**src/rtl/mdu_pkg.sv**
```systemverilog
// Shared definitions for the multiply/divide unit.
//   op_e    : operation encodings carried on the 2-bit op port
//   state_e : controller state encodings
//   ITER    : iterations per operation (one result bit per cycle)
//   f_mag   : conditional two's-complement negate, used for operand
//             magnitudes and result sign fix-up
package mdu_pkg;

    typedef enum logic [1:0] {
        OP_MULT  = 2'b00,
        OP_MULTU = 2'b01,
        OP_DIV   = 2'b10,
        OP_DIVU  = 2'b11
    } op_e;

    typedef enum logic [1:0] {
        S_IDLE = 2'b00,
        S_RUN  = 2'b01,
        S_FIX  = 2'b10,
        S_DONE = 2'b11
    } state_e;

    localparam int ITER  = 32;
    localparam int CNT_W = $clog2(ITER);

    function automatic logic [31:0] f_mag(input logic [31:0] v, input logic neg);
        return neg ? (32'd0 - v) : v;
    endfunction

endpackage

```
**src/rtl/mdu_step.sv**
```systemverilog
// One iteration of the iterative multiply/divide datapath (combinational).
// Optional feature: macro MDU_DIV_EN adds the restoring-divide step.
//   i_acc_hi / i_acc_lo : accumulator pair
//                         multiply: partial product high / multiplier (shifting out)
//                         divide  : partial remainder / dividend (shifting out,
//                                   quotient bits shifting in)
//   i_opnd              : multiplicand (multiply) or divisor (divide) magnitude
//   i_div               : selects the divide step (only with MDU_DIV_EN)
//   o_acc_hi / o_acc_lo : accumulator pair after this iteration
module mdu_step (
    input  logic [31:0] i_acc_hi,
    input  logic [31:0] i_acc_lo,
    input  logic [31:0] i_opnd,
`ifdef MDU_DIV_EN
    input  logic        i_div,
`endif
    output logic [31:0] o_acc_hi,
    output logic [31:0] o_acc_lo
);

    logic [32:0] w_sum;
`ifdef MDU_DIV_EN
    logic [32:0] w_shift;
    logic [31:0] w_diff;
    logic        w_ge;
`endif

    always_comb begin
        // Shift-add: add multiplicand when the current multiplier bit is set,
        // then shift the 65-bit {carry, hi, lo} right by one.
        w_sum    = {1'b0, i_acc_hi} + {1'b0, (i_acc_lo[0] ? i_opnd : 32'd0)};
        o_acc_hi = w_sum[32:1];
        o_acc_lo = {w_sum[0], i_acc_lo[31:1]};
`ifdef MDU_DIV_EN
        // Restoring divide: the remainder is always below the divisor, so the
        // shifted value fits in 33 bits and a successful difference in 32.
        w_shift = {i_acc_hi, i_acc_lo[31]};
        w_ge    = (w_shift >= {1'b0, i_opnd});
        w_diff  = w_shift[31:0] - i_opnd;
        if (i_div) begin
            o_acc_hi = w_ge ? w_diff : w_shift[31:0];
            o_acc_lo = {i_acc_lo[30:0], w_ge};
        end
`endif
    end

endmodule

```
**src/rtl/mdu_ctrl.sv**
```systemverilog
// Iterative multiply/divide unit with architectural HI/LO registers.
// Optional feature: macro MDU_DIV_EN enables DIV/DIVU; without it a divide
// completes immediately as a divide-by-zero (lo = all ones, hi = in1).
//   clk, reset     : clock, synchronous active-high reset
//   start, op      : operation request and kind (MULT/MULTU/DIV/DIVU)
//   in1, in2       : multiplicand/dividend, multiplier/divisor
//   hi_we, lo_we   : MTHI/MTLO strobes, data on wdata
//   hi, lo         : architectural HI/LO
//   busy           : operation in flight (RUN or FIX)
//   done           : one-cycle pulse when hi/lo first show a new result
module mdu_ctrl
    import mdu_pkg::*;
(
    input  logic        clk,
    input  logic        reset,
    input  logic        start,
    input  logic [1:0]  op,
    input  logic [31:0] in1,
    input  logic [31:0] in2,
    input  logic        hi_we,
    input  logic        lo_we,
    input  logic [31:0] wdata,
    output logic [31:0] hi,
    output logic [31:0] lo,
    output logic        busy,
    output logic        done
);

    state_e            r_state;
    state_e            w_next;
    logic [CNT_W-1:0]  r_cnt;
    logic [31:0]       r_acc_hi;
    logic [31:0]       r_acc_lo;
    logic [31:0]       r_opnd;
    logic              r_neg_a;   // negate product or quotient
    logic [31:0]       r_hi;
    logic [31:0]       r_lo;
`ifdef MDU_DIV_EN
    logic              r_is_div;
    logic              r_neg_r;   // negate remainder (follows dividend sign)
`endif

    op_e               w_op;
    logic              w_op_div;
    logic              w_signed;
    logic              w_s1;
    logic              w_s2;
    logic [31:0]       w_mag1;
    logic [31:0]       w_mag2;
    logic              w_accept;
    logic              w_zero_path;
    logic [31:0]       w_step_hi;
    logic [31:0]       w_step_lo;
    logic [63:0]       w_prod_neg;
    logic [31:0]       w_fix_hi;
    logic [31:0]       w_fix_lo;

    // Operand decode and magnitude conversion for the sampling cycle.
    always_comb begin
        w_op     = op_e'(op);
        w_op_div = (w_op == OP_DIV) || (w_op == OP_DIVU);
        w_signed = (w_op == OP_MULT) || (w_op == OP_DIV);
        w_s1     = w_signed & in1[31];
        w_s2     = w_signed & in2[31];
        w_mag1   = f_mag(in1, w_s1);
        w_mag2   = f_mag(in2, w_s2);
        w_accept = start & ((r_state == S_IDLE) || (r_state == S_DONE));
`ifdef MDU_DIV_EN
        w_zero_path = w_op_div & (in2 == 32'd0);
`else
        w_zero_path = w_op_div;
`endif
    end

    mdu_step u_step (
        .i_acc_hi (r_acc_hi),
        .i_acc_lo (r_acc_lo),
        .i_opnd   (r_opnd),
`ifdef MDU_DIV_EN
        .i_div    (r_is_div),
`endif
        .o_acc_hi (w_step_hi),
        .o_acc_lo (w_step_lo)
    );

    // Sign fix-up of the finished magnitude result.
    always_comb begin
        w_prod_neg = 64'd0 - {r_acc_hi, r_acc_lo};
        w_fix_hi   = r_neg_a ? w_prod_neg[63:32] : r_acc_hi;
        w_fix_lo   = r_neg_a ? w_prod_neg[31:0]  : r_acc_lo;
`ifdef MDU_DIV_EN
        if (r_is_div) begin
            w_fix_lo = f_mag(r_acc_lo, r_neg_a);
            w_fix_hi = f_mag(r_acc_hi, r_neg_r);
        end
`endif
    end

    always_ff @(posedge clk) begin
        if (reset) begin
            r_state <= S_IDLE;
        end else begin
            r_state <= w_next;
        end
    end

    always_comb begin
        w_next = r_state;
        case (r_state)
            S_IDLE, S_DONE: begin
                if (w_accept) begin
                    w_next = w_zero_path ? S_DONE : S_RUN;
                end else begin
                    w_next = S_IDLE;
                end
            end
            S_RUN: begin
                if (r_cnt == CNT_W'(ITER - 1)) begin
                    w_next = S_FIX;
                end
            end
            S_FIX:   w_next = S_DONE;
            default: w_next = S_IDLE;
        endcase
    end

    always_ff @(posedge clk) begin
        if (reset) begin
            r_cnt    <= '0;
            r_acc_hi <= '0;
            r_acc_lo <= '0;
            r_opnd   <= '0;
            r_neg_a  <= 1'b0;
            r_hi     <= '0;
            r_lo     <= '0;
`ifdef MDU_DIV_EN
            r_is_div <= 1'b0;
            r_neg_r  <= 1'b0;
`endif
        end else if (w_accept) begin
            r_cnt    <= '0;
            r_acc_hi <= '0;
            r_neg_a  <= w_s1 ^ w_s2;
`ifdef MDU_DIV_EN
            r_is_div <= w_op_div;
            r_neg_r  <= w_s1;
`endif
            // Dividend / multiplier go in the low half so they shift out
            // one bit per iteration.
            if (w_op_div) begin
                r_acc_lo <= w_mag1;
                r_opnd   <= w_mag2;
            end else begin
                r_acc_lo <= w_mag2;
                r_opnd   <= w_mag1;
            end
            if (w_zero_path) begin
                r_hi <= in1;
                r_lo <= 32'hFFFF_FFFF;
            end
        end else begin
            case (r_state)
                S_RUN: begin
                    r_acc_hi <= w_step_hi;
                    r_acc_lo <= w_step_lo;
                    r_cnt    <= r_cnt + CNT_W'(1);
                end
                S_FIX: begin
                    r_hi <= w_fix_hi;
                    r_lo <= w_fix_lo;
                end
                default: begin
                    // Only reached when not busy; start would have been accepted.
                    if (hi_we && !start) r_hi <= wdata;
                    if (lo_we && !start) r_lo <= wdata;
                end
            endcase
        end
    end

    assign hi   = r_hi;
    assign lo   = r_lo;
    assign busy = (r_state == S_RUN) || (r_state == S_FIX);
    assign done = (r_state == S_DONE);

endmodule

```
**config.mk**
```make
export PLATFORM = sky130hd
export DESIGN_NAME = mdu_ctrl
export DESIGN_NICKNAME = d
export VERILOG_FILES = /design/src/rtl/mdu_pkg.sv /design/src/rtl/mdu_step.sv /design/src/rtl/mdu_ctrl.sv
export SDC_FILE = /design/constraint.sdc
export NUM_CORES = 1
export LEC_CHECK = 0
export CORE_MARGIN = 4
export CORE_UTILIZATION = 55
export DETAILED_ROUTE_END_ITERATION = 6
export PLACE_DENSITY = 0.8
export SLEW_MARGIN = 5
export SYNTH_ARGS = -nofsm -noshare
export SYNTH_HDL_FRONTEND = slang
export SYNTH_SLANG_ARGS = --single-unit
```
**constraint.sdc**
```tcl
create_clock -name clk -period 3.42 [get_ports clk]
set_input_delay 0.342 -clock clk [delete_from_list [all_inputs] [get_ports clk]]
set_output_delay 0.342 -clock clk [all_outputs]
set_load 0.05 [all_outputs]
```
Yosys cells after proc, flatten, opt, wreduce, memory -nomap -nowiden
Cells that the tools add are included.
- register bits: 168
- output and inout bits: 66
- input bits: 103
- logic and storage cells: 63
- add/sub/neg operators: 5
- bitwise gates (word level): 4
- reductions and logical operators: 16
- equal/unequal tests: 9
- mux-type cells: 21
- operators with widths (cell ; number):
    2-to-1 mux 32 bit ; 15
    case mux 32 bit (2 select lines) ; 2
    subtractor 1 x 32 -> 32 bit, first input constant ; 2
    subtractor 1 x 64 -> 64 bit, first input constant ; 1
    adder 32 x 32 -> 33 bit ; 1
    == test 2 bit, second input constant ; 4
    2-to-1 mux 2 bit ; 3
    case mux 2 bit (3 select lines) ; 1
    AND reduction 3 bit ; 2
    nonzero test 3 bit ; 2
    adder 5 x 1 -> 5 bit, second input constant ; 1
    == test 5 bit, second input constant ; 1
    logical NOT 2 bit ; 2
    logical OR 1 bit ; 4
    != test 2 bit, second input constant ; 2
    OR reduction 2 bit ; 2
    AND 1 bit ; 3
    == test 2 x 1 -> 1 bit, second input constant ; 1
    logical AND 1 bit ; 2
    != test 2 x 1 -> 1 bit, second input constant ; 1
    nonzero test 2 bit ; 1
    logical NOT 1 bit ; 1
    XOR 1 bit ; 1

Logic depth before layout (Yosys ltp)
Gate-level depths: netlist of run 1.
- depth after elaboration: 6
- gate-level depth with buffers: 13
- gate-level depth less buffers: 11

Modules after synthesis
Synthesis of run 1 repeated with hierarchy kept, for this count alone.
- cells, all modules: 1639
- area, all modules: 12778.5 µm²
- by module, submodules not included (module ; area each (µm²) ; sequential area each (µm²) ; instances ; cells an instance):
    mdu_ctrl ; 10591.4 ; 3363.2 ; 1 ; 1344
    mdu_step ; 2187.1 ; 0.0 ; 1 ; 295

Least setup slack after synthesis of run 1
Ideal clock, no wire load.
- kind: register to register
- start point: register r_acc_lo[0]
- end point: register r_acc_hi[19]
- slack: 308 ps
- stages on the path, launching flop included: 14
- required time: 3303 ps
- arrival time: 2995 ps
- library setup time: 117 ps
- clock period less this slack: 3112 ps
- path buffers: 2
- cell sequence: dfxtp_1 > clkbuf_1 > clkbuf_1 > and2_1 > ha_1 > fa_1 > a211oi_1 > o21ai_0 > a221oi_1 > nand4b_1 > a2111oi_0 > a211oi_1 > mux2i_1 > nand2_1
- word-level cells in the longest chain between the ends: 2
- ends and longest elaborated chain (item ; line ; text):
    start, declared ; mdu_ctrl.sv:33 ; logic [31:0] r_acc_lo;
    start signal, assigned ; mdu_ctrl.sv:151 ; r_acc_lo <= w_mag1;
    start signal, assigned ; mdu_ctrl.sv:154 ; r_acc_lo <= w_mag2;
    start signal, assigned ; mdu_ctrl.sv:165 ; r_acc_lo <= w_step_lo;
    2-to-1 mux 32 bit ; mdu_step.sv:31 ; w_sum = {1'b0, i_acc_hi} + {1'b0, (i_acc_lo[0] ? i_opnd : 32'd0)};
    adder 32 x 32 -> 33 bit ; mdu_step.sv:31 ;
    end signal, assigned ; mdu_ctrl.sv:164 ; r_acc_hi <= w_step_hi;
    end, declared ; mdu_ctrl.sv:32 ; logic [31:0] r_acc_hi;
No other way between the ends.
A chain may end at the register's enable or synchronous reset.

Worst setup path in the final report of run 1
- start point: register r_acc_lo[0]
- end point: register r_hi[30], in the netlist hi[30]
- word-level cells in the longest chain between the ends: 4
- ends and longest elaborated chain (item ; line ; text):
    subtractor 1 x 64 -> 64 bit ; mdu_ctrl.sv:88 ; w_prod_neg = 64'd0 - {r_acc_hi, r_acc_lo};
    2-to-1 mux 32 bit ; mdu_ctrl.sv:89 ; w_fix_hi = r_neg_a ? w_prod_neg[63:32] : r_acc_hi;
    case mux 32 bit (2 select lines) ; mdu_ctrl.sv:162 ; case (r_state)
    2-to-1 mux 32 bit ; mdu_ctrl.sv:140 ; end else if (w_accept) begin
    end signal, assigned ; mdu_ctrl.sv:158 ; r_hi <= in1;
    end signal, assigned ; mdu_ctrl.sv:169 ; r_hi <= w_fix_hi;
    end signal, assigned ; mdu_ctrl.sv:174 ; if (hi_we && !start) r_hi <= wdata;
    end, declared ; mdu_ctrl.sv:36 ; logic [31:0] r_hi;
No other way between the ends.

==> results of run 1 <==
-- worst max-delay path, delay by kind of cell, from the launching register on --
kind                       cells  cell delay, ns
and+or+nand+nor                4            1.15
buffers and inverters          3            0.57
AOI/OAI and AO/OA              3            0.53
DFF                            1            0.43
adders and majority gates      1            0.21
xor gates and xnor gates       1            0.17
-- placed cells by master (no fill, tap or decap), types with 12 or more instances in the layout --
cell type          n
nor2_1           156
o211ai_1          15
a21oi_1          147
ha_1              38
xor2_1            71
a211oi_1          37
nand4_1           16
o31ai_1           29
nor3_1            33
nand3_1           27
nor4_1            26
inv_1             17
and2_1            39
buf_4            121
and3_1            20
a21o_1            24
clkdlybuf4s50_1  166
o21ai_0          133
mux2i_1           63
or4_1             14
dfxtp_1          167
clkbuf_16         17
nand2_1          123
a31oi_1           16
o21bai_1          12
o41ai_1           15
xnor2_1           64
-- how the worst max path moves through the flow --
stage                    to  cells past startpoint  slack (ns)
6_report             hi[30]                     12        0.19
5_1_grt               hi[8]                     12        0.02
4_1_cts              hi[30]                     12        0.07
3_5_place_dp   r_acc_lo[29]                      7       0.008
3_3_place_gp         hi[24]                     12        0.07
2_1_floorplan  r_acc_hi[19]                     13        0.31
-- kinds of logic (layout without fill, tap and decap cells) --
logic type	count (synthesis)	count (layout)	synth area share (%)
multiplexers	69	69	5.72
adder cells (fa/ha/maj)	41	41	4.26
AO/OA/AOI/OAI	523	523	27.3
AND/OR/NAND/NOR	522	522	21.3
flip-flops	168	168	27.6
XOR/XNOR	135	135	9.69
buffers and inverters	136	342	4.21
-- final cells by class --
cell class	count	area (um2)	area share [%]
Sequential cell	168	3360	21.9
Clock inverter	13	133	0.863
Multi-Input combinational cell	1290	8390	54.6
Inverter	20	75.1	0.488
Clock buffer	19	453	2.95
Timing Repair Buffer	290	2600	16.9
Tap cell	280	350	2.28
-- per-layer routing --
metal  wire [um]  track usage (%)  share of wire (%)
met3        6090             9.10                 13
met1       19000             52.1                 39
met2       20400             56.3                 42
met4        2680             17.1                5.6
met5          13                0              0.027
-- registers in the layout, summed over array words and instances, names as in the netlist --
name and cells:
r_cnt 5, r_state 2, r_acc_hi 32, r_opnd 32, r_neg_a 1, r_acc_lo 32
lo 32, hi 32
-- stage by stage --
stage	util, %	instance area (um2)	power, mW	worst slack, ns
after global placement	67.6	14800	9.61	0.0722
after global routing	70.4	15400	12.3	0.0173
after detailed placement	67.6	14800	9.69	0.00787
after floorplan	-	12200	7.17	0.308
after CTS	70.3	15400	11.7	0.0714
final	70.4	15400	11.9	0.192
-- what timing repair did --
action                                  4_1_cts  5_1_grt
pin swaps                                     0        0
resized for setup                             1        4
endpoints found under the setup margin        3       16
hold endpoints to repair                      0        0
buffers inserted                              0        0
cloned                                        0        0
-- power groups by stage --
stage	clock, mW	combinational (mW)	sequential [mW]
2_1_floorplan	0	2.82	4.35
3_3_place_gp	0	6.40	3.21
3_5_place_dp	0	6.46	3.23
4_1_cts	1.98	6.50	3.20
5_1_grt	2.07	7.00	3.28
6_report	1.99	6.63	3.24
==> results.yml, run 1 <==
pwr:
  seqPwrFrac_pct: 27.3
  max-vdd-ir-drop_v: 0.000443
  power_density_nw_per_um2: 772
  clock_power_share_pct: 16.7
  switching_power_mw: 5.89
  power.share.switching_pct: 49.7
  internal_power_mw: 5.97
  power.share.combinational_pct: 55.9
  p_leak_nw: 5.98
synthesis:
  synth_common_cells: "dfxtp_1 (168), nor2_1 (156), a21oi_1 (147), o21ai_0 (133), nand2_1 (124)"
  yosys.area.top_type: "dfxtp_1"
  synth_cell_types: 70
  syn_avg_cell_area_um2: 7.66
  async_flop_share_pct: 0
  synth_warnings: 0
  yosysSeqAreaShare_pct: 27.6
  syn_area_um2: 12200
  synth_nets: 1738
  yosys-top-cells-area: "dfxtp_1 (28%), a21oi_1 (6.0%), o21ai_0 (5.5%)"
  synthCells: 1594
  ys_ff_latch: 168
  yosysMostFrequentCell: "dfxtp_1"
  synth_top_area_share_pct: 27.6
  synthFlopType: "dfxtp_1"
  synth_edf_count: 0
timing:
  fin_crit_ns: 3.23
  hold_viol: 0
  finalSetupTns_ns: 0
  finalSetupViolCount: 0
  fmax_mhz: 310
  slew-limit-headroom_pct: 30.0
  fin_skew_ns: 0.0196
  tightest_slew_ns: 1.05
  rsz0062_at_grt: "false"
  holdWs_ns: 0.419
  slew_violations: 0
  finalCritPeriodShare_pct: 94.4
routing:
  drt-wirelength-per-cell_um: 23.2
  drt_first_pass_iters: 6
  viasPerCell: 6.59
  drcViolationCount: 0
  routed_wl_mm: 48.2
  ant_nets: 0
  num_vias: 13709
  drt-initial-drc-count: 1818
grt:
  grt_use_total_pct: 37.8
  grt-ovfl-total: 0
  grt_pass1_vias: 12427
  grt_pass1_wl_mm: 72.6
  grt_max_degree: 112
  antenna_found_initial: 1
place:
  gp_congestion: 1.08
  port_buffers: 168
  dp_cells: 2048
  dp_hpwl_mm: 36.6
cts:
  path_clk_slew_ns: 0.08
  cts_inserted_buffers: 17
  cts_root_buffer: "clkbuf_16"
  clk_latency_ns: 0.44
  clock_sinks: 168
  cts_tree: "yes"
  cts.htree.levels: 4
  clock_path_buffers: 2
  ctsHoldBuffers: 0
setup_path:
  r2r_cells: 12
  path_cells: "inv_1, ha_1, or3b_2, nor4_4, buf_4, and4b_1, nand2_1, buf_4, o31ai_1, xor2_1, a21oi_1, o21bai_1"
  cp-startpoint: "r_acc_lo[0]"
  worst_setup_path_end_kind: "register"
  path_max_fanout: 16
  cp_common_cell: "buf_4"
  timing.rr.end: "hi[30]"
  required_ns: 3.70
  r2r-start: "r_acc_lo[0]"
  r2r_slack_ns: 0.19
  critical-path-slowest-cell: "or3b_2"
  crit_arrival_ns: 3.51
  slowest_delay_ns: 0.50
  crit_type: "reg -> reg"
  cp-start-kind: "register"
finish:
  area_growth_syn_to_layout_pct: 25.9
  drive_above_1_share_pct: 10.6
  layout.nets: 1931
  antenna_cells: 0
  fin_cells: 2080
  fill_cells: 1820
floorplanning:
  die_area_um2: 24600
  die_w_um: 157
  rows: 54
  dieHeight_um: 157
  ios: 169
  core_um2: 21800
  start_util_pct: 55.9
worst_hold_path:
  hold_path_end: "r_acc_hi[29]"
  hold_path_depth: 4
  hp-start: "reset"
  hold_class: "in -> reg"
flow_run:
  max-cap-violations: 0
outcome:
  outcome: "complete, no violations"
No activity file was read; power rests on OpenSTA's default activity.
==> run 2, diff against run 1 <==
--- a/config.mk
+++ b/config.mk
@@ -8,6 +8,7 @@
 export CORE_MARGIN = 4
 export CORE_UTILIZATION = 55
 export DETAILED_ROUTE_END_ITERATION = 6
+export GPL_TIMING_DRIVEN = 0
 export PLACE_DENSITY = 0.8
 export SLEW_MARGIN = 5
 export SYNTH_ARGS = -nofsm -noshare
==> run 2 against run 1 <==
Hold slack lost 0.12 ns. Clock power down 5%. Cell count decreased by 0.48%. Non-clock buffer count fell by 9. Via count increased by 3.9%. Cell area fell by 2.9%. First-iteration DRC count up 18%. Critical path type unchanged. Largest power group unchanged. Highest routed layer is now met4.
==> results.yml, run 2 (synthesized netlist as in run 1, its figures left out) <==
routing:
  viasPerCell: 6.88
  drt-initial-drc-count: 2148
  routed_wl_mm: 55.2
  drt-wirelength-per-cell_um: 26.7
  ant_nets: 0
  num_vias: 14248
  drcViolationCount: 0
  drt_first_pass_iters: 6
floorplanning:
  die_area_um2: 24600
  die_w_um: 157
  dieHeight_um: 157
  ios: 169
  start_util_pct: 55.9
  core_um2: 21800
  rows: 54
setup_path:
  critical-path-slowest-cell: "or4_1"
  timing.rr.end: "hi[27]"
  r2r-start: "r_acc_lo[4]"
  path_max_fanout: 10
  cp-startpoint: "r_acc_lo[4]"
  r2r_cells: 9
  r2r_slack_ns: 0.07
  crit_type: "reg -> reg"
  path_cells: "or4_1, nor4_2, and4b_1, buf_2, nand2_1, o41ai_2, xor2_1, a21o_1, o21ai_1"
  required_ns: 3.73
  worst_setup_path_end_kind: "register"
  slowest_delay_ns: 0.71
  cp-start-kind: "register"
  path_delay_family: "simple AND/OR/NAND/NOR gates"
  crit_buf_inv: 1
  crit_arrival_ns: 3.67
worst_hold_path:
  hold_path_end: "r_state[1]"
  hold_path_depth: 3
  hp-start: "start"
  hold_class: "in -> reg"
timing:
  hold_viol: 0
  fin_skew_ns: 0.0135
  fin_crit_ns: 3.35
  slew-limit-headroom_pct: 25.6
  finalSetupViolCount: 0
  finalSetupTns_ns: 0
  slew_violations: 0
  holdWs_ns: 0.300
  fmax_mhz: 298
  tightest_slew_ns: 1.11
  finalCritPeriodShare_pct: 98.1
cts:
  path_clk_slew_ns: 0.08
  cts_root_buffer: "clkbuf_16"
  ctsHoldBuffers: 0
  clock_path_buffers: 2
  cts.htree.levels: 4
  clk_latency_ns: 0.45
  clock_sinks: 168
  cts_tree: "yes"
  cts_inserted_buffers: 17
finish:
  final_common_cell: "dfxtp_1"
  drive_above_1_share_pct: 4.97
  area_growth_syn_to_layout_pct: 22.2
  final_cell_mix: "dfxtp_1 (167), clkdlybuf4s50_1 (165), nor2_1 (155)"
  antenna_cells: 0
  layout.nets: 1922
grt:
  grt_use_total_pct: 43.3
  grt_pass1_wl_mm: 80.3
  antenna_found_initial: 1
  grt-ovfl-total: 0
  grt_max_degree: 17
  grt_pass1_vias: 13099
place:
  port_buffers: 165
  gp_congestion: 1.07
  dp_hpwl_mm: 43.4
pwr:
  max-vdd-ir-drop_v: 0.000406
  power_density_nw_per_um2: 795
  p_leak_nw: 5.52
outcome:
  outcome: "complete, no violations"
flow_run:
  max-cap-violations: 0
run 2: cell count changes in the layout (fill, tap and decap cells not counted), moves of 3 or more:
cell / before / now
clkbuf_1: 0 / 87
ha_2: 0 / 3
nor4_1: 26 / 22
buf_1: 0 / 20
buf_4: 121 / 3
run 2: where the power goes:
| group | switching, mW | internal [mW] | leakage [nW] |
|---|---|---|---|
| logic | 4.62 | 2.06 | 3.87 |
| clock network | 0.929 | 0.969 | 0.264 |
| registers | 0.671 | 2.62 | 1.38 |
run 2: cell type report:
| class | instances | area (um2) |
|---|---|---|
| tap | 280 | 350 |
| buffer | 113 | 432 |
| inverter | 20 | 75.1 |
| clock inverter | 13 | 111 |
| clock buffer | 18 | 439 |
| sequential | 168 | 3370 |
| fill | 1867 | 6900 |
| multi-input combinational | 1290 | 8470 |
| timing repair buffer | 168 | 1670 |
run 2: worst min-delay path, cell delays in order:
cell and delay, ns:
clkbuf_1 0.17, nand2_1 0.11, a31oi_1 0.08
run 2: worst max path at each step:
stage / to / slack, ns / depth (start not counted)
after global routing: r_acc_hi[22] / -0.01 / 11
after detailed placement: r_acc_hi[19] / -0.52 / 13
after CTS: r_acc_hi[19] / -0.03 / 12
after global placement: r_acc_hi[19] / -0.51 / 13
after floorplan: r_acc_hi[19] / 0.31 / 13
final: hi[27] / 0.07 / 9
run 2: through the flow:
step	utilization [%]	power (mW)	std cells	area, um2	setup WS, ns
finish	68.4	11.9	2070	14900	0.0651
detailed placement	65.1	9.62	2039	14200	-0.519
floorplan	-	7.17	1594	12200	0.308
CTS	67.8	11.5	2069	14800	-0.0333
global placement	65.1	9.53	2039	14200	-0.512
global route	68.4	12.2	2070	14900	-0.0103
run 2: routing by layer:
layer	up-vias	GRT usage, %	share of wire [%]
li1	6240	-	-
met1	6555	57.9	38
met2	1216	65.1	42
met3	237	10.0	14
met4	0	23.3	6.7
met5	-	0	0
run 2: timing repair:
action	CTS	global route
gates resized for setup	10	26
setup buffers	0	3
pin swaps	0	6
endpoints found under the setup margin	31	34
